$ cat src/rtl/mem_access_stage_if.sv
// ============================================================================
// Module   : mem_access_stage_if
// Brief    : Data-memory request/acknowledge bus used by the MEM stage.
// Revision : 1.0 - initial release
// ============================================================================
`default_nettype none

interface mem_access_stage_if;
    logic        mem_req_o;
    logic        mem_we_o;
    logic [31:0] mem_addr_o;
    logic [31:0] mem_wdata_o;
    logic [31:0] mem_rdata_i;
    logic        mem_ack_i;

    modport master (
        output mem_req_o,
        output mem_we_o,
        output mem_addr_o,
        output mem_wdata_o,
        input  mem_rdata_i,
        input  mem_ack_i
    );

    modport slave (
        input  mem_req_o,
        input  mem_we_o,
        input  mem_addr_o,
        input  mem_wdata_o,
        output mem_rdata_i,
        output mem_ack_i
    );
endinterface

`default_nettype wire

$ cat src/rtl/mem_access_stage.sv
// ============================================================================
// Module   : mem_access_stage
// Brief    : Pipeline MEM stage with bus handshake, wait-state timeout,
//            alignment check and the MEM/WB pipeline register.
// Revision : 1.0 - initial release
// ============================================================================
`default_nettype none

module mem_access_stage #(
    parameter int unsigned TIMEOUT_CYCLES = 16
) (
    input  wire logic              clk,
    input  wire logic              rst_i,
    input  wire logic [31:0]       ALUresult_i,
    input  wire logic [31:0]       WriteData_i,
    input  wire logic [4:0]        InstDst_i,
    input  wire logic              MemToReg_i,
    input  wire logic              RegWrite_i,
    input  wire logic              MemWrite_i,
    input  wire logic              MemRead_i,
    mem_access_stage_if.master     bus,
    output logic                   stall_o,
    output logic [31:0]            ReadData_o,
    output logic [31:0]            ALUresult_o,
    output logic [4:0]             InstDst_o,
    output logic                   MemToReg_o,
    output logic                   RegWrite_o,
    output logic                   bus_err_o
);

    localparam logic [7:0] C_CNT_LAST = 8'(TIMEOUT_CYCLES - 1);

    typedef enum logic [0:0] {
        S_IDLE = 1'b0,
        S_WAIT = 1'b1
    } state_t;

    state_t     r_state;
    logic [7:0] r_cnt;

    logic w_access;
    logic w_aligned;
    logic w_active;
    logic w_timeout;

    always_comb begin
        w_access  = MemRead_i | MemWrite_i;
        w_aligned = (ALUresult_i[1:0] == 2'b00);
        // EX/MEM is frozen while in WAIT, so the held inputs still describe the access
        w_active  = (r_state == S_WAIT) || (w_access && w_aligned);
        w_timeout = (r_state == S_WAIT) && (r_cnt == C_CNT_LAST) && !bus.mem_ack_i;
    end

    always_comb begin
        bus.mem_req_o   = w_active && !rst_i;
        bus.mem_we_o    = MemWrite_i && !rst_i;
        bus.mem_addr_o  = rst_i ? 32'd0 : ALUresult_i;
        bus.mem_wdata_o = rst_i ? 32'd0 : WriteData_i;
        stall_o         = w_active && !bus.mem_ack_i && !w_timeout && !rst_i;
    end

    always_ff @(posedge clk or posedge rst_i) begin
        if (rst_i) begin
            r_state     <= S_IDLE;
            r_cnt       <= 8'd0;
            ReadData_o  <= 32'd0;
            ALUresult_o <= 32'd0;
            InstDst_o   <= 5'd0;
            MemToReg_o  <= 1'b0;
            RegWrite_o  <= 1'b0;
            bus_err_o   <= 1'b0;
        end else begin
            // Default: bubble into WB; overridden below on pass-through or completion
            ReadData_o  <= 32'd0;
            ALUresult_o <= 32'd0;
            InstDst_o   <= 5'd0;
            MemToReg_o  <= 1'b0;
            RegWrite_o  <= 1'b0;
            if (w_active && bus.mem_ack_i) begin
                ReadData_o  <= MemWrite_i ? 32'd0 : bus.mem_rdata_i;
                ALUresult_o <= ALUresult_i;
                InstDst_o   <= InstDst_i;
                MemToReg_o  <= MemToReg_i;
                RegWrite_o  <= RegWrite_i;
                r_state     <= S_IDLE;
                r_cnt       <= 8'd0;
            end else begin
                case (r_state)
                    S_IDLE: begin
                        if (w_access && !w_aligned) begin
                            bus_err_o <= 1'b1;
                        end else if (w_access) begin
                            r_state <= S_WAIT;
                            r_cnt   <= 8'd0;
                        end else begin
                            ALUresult_o <= ALUresult_i;
                            InstDst_o   <= InstDst_i;
                            MemToReg_o  <= MemToReg_i;
                            RegWrite_o  <= RegWrite_i;
                        end
                    end
                    S_WAIT: begin
                        if (w_timeout) begin
                            bus_err_o <= 1'b1;
                            r_state   <= S_IDLE;
                            r_cnt     <= 8'd0;
                        end else if (r_cnt != C_CNT_LAST) begin
                            r_cnt <= 8'(r_cnt + 8'd1);
                        end
                    end
                    default: begin
                        r_state <= S_IDLE;
                        r_cnt   <= 8'd0;
                    end
                endcase
            end
        end
    end

endmodule

`default_nettype wire
$ cat src/flat_wrapper.sv
// flat-port wrapper written by rule: the top's interface ports become plain ports
module mem_access_stage_flat 
#(
    parameter int unsigned TIMEOUT_CYCLES = 16
)
  (clk, rst_i, ALUresult_i, WriteData_i, InstDst_i, MemToReg_i, RegWrite_i, MemWrite_i, MemRead_i, stall_o, ReadData_o, ALUresult_o, InstDst_o, MemToReg_o, RegWrite_o, bus_err_o, bus_mem_req_o, bus_mem_we_o, bus_mem_addr_o, bus_mem_wdata_o, bus_mem_rdata_i, bus_mem_ack_i);
  mem_access_stage_if bus_i ();
  input  wire logic clk;
  input  wire logic rst_i;
  input  wire logic [31:0] ALUresult_i;
  input  wire logic [31:0] WriteData_i;
  input  wire logic [4:0] InstDst_i;
  input  wire logic MemToReg_i;
  input  wire logic RegWrite_i;
  input  wire logic MemWrite_i;
  input  wire logic MemRead_i;
  output logic stall_o;
  output logic [31:0] ReadData_o;
  output logic [31:0] ALUresult_o;
  output logic [4:0] InstDst_o;
  output logic MemToReg_o;
  output logic RegWrite_o;
  output logic bus_err_o;
  output wire logic [$bits(bus_i.mem_req_o)-1:0] bus_mem_req_o;
  output wire logic [$bits(bus_i.mem_we_o)-1:0] bus_mem_we_o;
  output wire logic [$bits(bus_i.mem_addr_o)-1:0] bus_mem_addr_o;
  output wire logic [$bits(bus_i.mem_wdata_o)-1:0] bus_mem_wdata_o;
  input wire logic [$bits(bus_i.mem_rdata_i)-1:0] bus_mem_rdata_i;
  input wire logic [$bits(bus_i.mem_ack_i)-1:0] bus_mem_ack_i;
  assign bus_mem_req_o = bus_i.mem_req_o;
  assign bus_mem_we_o = bus_i.mem_we_o;
  assign bus_mem_addr_o = bus_i.mem_addr_o;
  assign bus_mem_wdata_o = bus_i.mem_wdata_o;
  assign bus_i.mem_rdata_i = bus_mem_rdata_i;
  assign bus_i.mem_ack_i = bus_mem_ack_i;
  mem_access_stage #(.TIMEOUT_CYCLES(TIMEOUT_CYCLES)) u_core (.clk(clk), .rst_i(rst_i), .ALUresult_i(ALUresult_i), .WriteData_i(WriteData_i), .InstDst_i(InstDst_i), .MemToReg_i(MemToReg_i), .RegWrite_i(RegWrite_i), .MemWrite_i(MemWrite_i), .MemRead_i(MemRead_i), .bus(bus_i), .stall_o(stall_o), .ReadData_o(ReadData_o), .ALUresult_o(ALUresult_o), .InstDst_o(InstDst_o), .MemToReg_o(MemToReg_o), .RegWrite_o(RegWrite_o), .bus_err_o(bus_err_o));
endmodule
$ cat config.mk
export PLATFORM = sky130hd
export DESIGN_NAME = mem_access_stage_flat
export DESIGN_NICKNAME = d
export VERILOG_FILES = /design/src/rtl/mem_access_stage_if.sv /design/src/rtl/mem_access_stage.sv /design/src/flat_wrapper.sv
export SDC_FILE = /design/constraint.sdc
export NUM_CORES = 1
export LEC_CHECK = 0
export ABC_AREA = 1
export CAP_MARGIN = 10
export CORE_UTILIZATION = 35
export CTS_CLUSTER_DIAMETER = 120
export DETAILED_ROUTE_END_ITERATION = 8
export PLACE_DENSITY = 0.89
export SLEW_MARGIN = 20
export SYNTH_ARGS = -nofsm -noshare
export SYNTH_HDL_FRONTEND = slang
export SYNTH_SLANG_ARGS = --single-unit
$ cat constraint.sdc
create_clock -name clk -period 3.9 [get_ports clk]
set_clock_uncertainty 0.1 [all_clocks]
set_input_delay 0.39 -clock clk [delete_from_list [all_inputs] [get_ports clk]]
set_output_delay 0.39 -clock clk [all_outputs]
set_load 0.05 [all_outputs]
==> flow_summary_export.csv <==
group,metric,value,unit
cts,numClockSinks,81,
run,maxCapViolCount,0,
setup_path,worst-path-max-fanout,7,
placement,place_inst,788,
pwr,peakVddDrop,0.000228,V
timing,max_slew.worst_pin.slew,0.974,ns
floorplanning,die_h,101,um
setup_path,required,3.41,ns
logic_synthesis,syn_avg_cell_area,7.97,sq um
setup_path,worstPathArrival,2.28,ns
setup_path,cpMostUsedCell,"clkdlybuf4s50_1",
pwr,switching_share,0.337,
pwr,seqPwrFrac,0.414,
setup_path,timing.rr.end,"u_core.ALUresult_o[22]",
cts,cts-root-buf,"clkbuf_8",
routing,routed_wl,10900,um
setup_path,path_cells,"clkdlybuf4s50_1, o21ai_2, nand2_1, nor2_1, clkdlybuf4s50_1",
grt,grt_pass1_vias,3641,
timing,grt_setup_unrepaired,"no",
layout,drive_above_1_share,0.0415,
floorplanning,ioPinCount,247,
grt,grt_pass1_wl,16800,um
timing,final-max-slew-violation-count,0,
floorplanning,die_area,10100,sq um
setup_path,worst-setup-path-type,"in2out",
setup_path,r2r_start,"u_core.r_state",
logic_synthesis,synth_flop_cell,"dfrtp_1",
pwr,leakage,0.00302,uW
routing,ant_nets,0,
pwr,combPwrFrac,0.303,
pwr,clockPowerShare,0.283,
layout,fin_cells,803,
grt,grt-ovfl-total,0,
pwr,power.density,349,nW/um^2
logic_synthesis,postSynthCellCount,428,
setup_path,reg2reg_depth,6,
cts,hold_buffers,0,
routing,drt_first_pass_iters,4,
pwr,p_switching,726,uW
status,outcome,"finished clean",
cts,clock_latency,0.34,ns
setup_path,crit_family,"buffers and inverters",
layout,diodes,0,
logic_synthesis,synth_edf_count,0,
placement,dpl.hpwl,8450,um
layout,n_fill_cell,709,
cts,cts-resized-gates,0,
timing,relSlewSlack,0.349,
placement,port_buffers,246,
timing,fmax,361,MHz
grt,antenna_found_initial,0,
cts,cts_made_buffers,9,
floorplanning,core,9330,sq um
setup_path,crit_path_end_kind,"primary output",
grt,grt.total_usage,0.219,
logic_synthesis,yosysWarnings,0,
setup_path,r2r_slack,1.56,ns
routing,remaining_drc_errors,0,
pwr,total_power,2150,uW
timing,hold_ws,0.333,ns
routing,drtIter0Drc,65,
layout,final_util,0.662,
logic_synthesis,synth_cell_types,21,
cts,clk_pin_slew,0.08,ns
floorplanning,fp.dieW,101,um
logic_synthesis,postSynth.asyncResetShare,1.00,
grt,grt_max_degree,69,
timing,finalSetupViolations,0,
routing,avgRoutedWirePerCell,13.6,um
pwr,p_int,1430,uW
floorplanning,initial_utilization,0.366,
cts,cts_tree,"yes",
layout,fin_nets,779,
logic_synthesis,synth-seq-cells,81,
logic_synthesis,syn_area,3410,sq um
cts,clockBufferDepth,2,
setup_path,path_buf_inv,2,
setup_path,cp_slowest_stage_delay,0.81,ns
setup_path,cp_slowest_cell,"clkdlybuf4s50_1",
cts,htree_num_levels,3,
timing,hold_viol_final,0,
timing,period_needed,2.77,ns
placement,finalWeightedCongestion,0.890,
routing,vias,3564,
logic_synthesis,syn_nets,537,
hold_path,hp-class,"in2async",
timing,fin_crit_sh,0.710,
logic_synthesis,ys_seq_area_frac,0.594,
layout,area_delta_synth_final,81.0,%
timing,tns,0,ns
cts,post_cts_buffers,0,
routing,vias_per_cell,4.44,
setup_path,cp-start-kind,"input port",
floorplanning,rows,35,
==> layout make-up <==
type	instances	area, sq um	share of cell area
Clock buffer	10	138	0.0223
Clock inverter	5	56.3	0.00912
Inverter	87	332	0.0537
Multi-Input combinational cell	242	978	0.159
Sequential cell	81	2030	0.328
Tap cell	129	161	0.0262
Timing Repair Buffer	249	2480	0.402
==> cell usage in the layout (no fill, tap or decap) <==
cell	instances
clkinv_4	2
o22ai_1	1
clkbuf_8	10
bufinv_16	1
o21ai_2	1
clkinv_1	1
nand2_1	69
clkdlybuf4s50_1	244
nor2_1	151
or2_2	1
ha_1	1
inv_2	2
clkinv_2	2
dfrtp_1	81
nor3_1	1
nand3_1	6
o21ai_0	5
a21oi_4	1
buf_4	5
nand4_1	3
inv_1	83
nor2_2	1
nand3_4	1
clkinvlp_4	1
==> sequential cells by signal (all words and copies together), names as in the netlist <==
| name | cells |
|---|---|
| u_core.bus_err_o | 1 |
| u_core.r_cnt | 8 |
| u_core.InstDst_o | 5 |
| u_core.r_state | 1 |
| u_core.MemToReg_o | 1 |
| u_core.ReadData_o | 32 |
| u_core.ALUresult_o | 32 |
| u_core.RegWrite_o | 1 |
==> per-layer routing <==
layer | global-route usage | up-vias | part of all wire
met5 | 0 | - | 0
met4 | 0.0881 | 0 | 0.032
met3 | 0.0804 | 30 | 0.091
met2 | 0.408 | 202 | 0.51
met1 | 0.220 | 1640 | 0.37
li1 | - | 1692 | -
==> worst max path at each step <==
stage          slack, ns  cells after the start      startpoint                      to
4_1_cts             1.14                      5  ALUresult_i[1]           bus_mem_req_o
2_1_floorplan       0.78                      4           rst_i   u_core.ALUresult_o[0]
3_3_place_gp        1.16                      5  ALUresult_i[1]           bus_mem_req_o
6_report            1.13                      5  ALUresult_i[1]           bus_mem_req_o
5_1_grt             1.04                      5  ALUresult_i[1]           bus_mem_req_o
3_5_place_dp        1.08                      7      MemWrite_i  u_core.ALUresult_o[22]
==> worst reg2reg max path, delay by kind of cell, from the launching register on <==
family / cells / cell delay (ns)
buffers and inverters: 2 / 0.26
AOI/OAI and AO/OA: 1 / 0.75
DFF: 1 / 0.45
and+or+nand+nor: 3 / 0.62
==> stage by stage <==
stage          worst slack [ns]  cell area (sq um)
2_1_floorplan             0.781               3410
3_3_place_gp               1.16               5970
3_5_place_dp               1.08               5980
4_1_cts                    1.14               6170
5_1_grt                    1.04               6170
6_report                   1.13               6170
==> cell families (layout without fill, tap and decap cells) <==
kind of cell / count (synthesis) / count (layout) / share of synthesized area
AO/OA/AOI/OAI: 8 / 8 / 0.0143
adder cells (fa/ha/maj): 1 / 1 / 0.00367
buffers and inverters: 105 / 351 / 0.121
flip-flops: 81 / 81 / 0.594
AND/OR/NAND/NOR: 233 / 233 / 0.267
==> Yosys cell counts (2+ instances only) <==
| master | number | area, sq um |
|---|---|---|
| buf_2 | 2 | 10.0 |
| buf_6 | 2 | 22.5 |
| clkbuf_1 | 13 | 48.8 |
| dfrtp_1 | 81 | 2030 |
| inv_1 | 84 | 315 |
| inv_2 | 2 | 7.51 |
| nand2_1 | 69 | 259 |
| nand3_1 | 6 | 30.0 |
| nand4_1 | 3 | 18.8 |
| nor2_1 | 151 | 567 |
| o21ai_0 | 5 | 25.0 |
==> power by group through the flow <==
stage / clock (uW) / sequential [uW] / combinational (uW)
CTS: 621 / 892 / 656
floorplan: 0 / 1030 / 248
detailed placement: 0 / 909 / 654
finish: 610 / 892 / 652
global placement: 0 / 907 / 644
global route: 665 / 896 / 687
(Power assumes the default switching activity.)
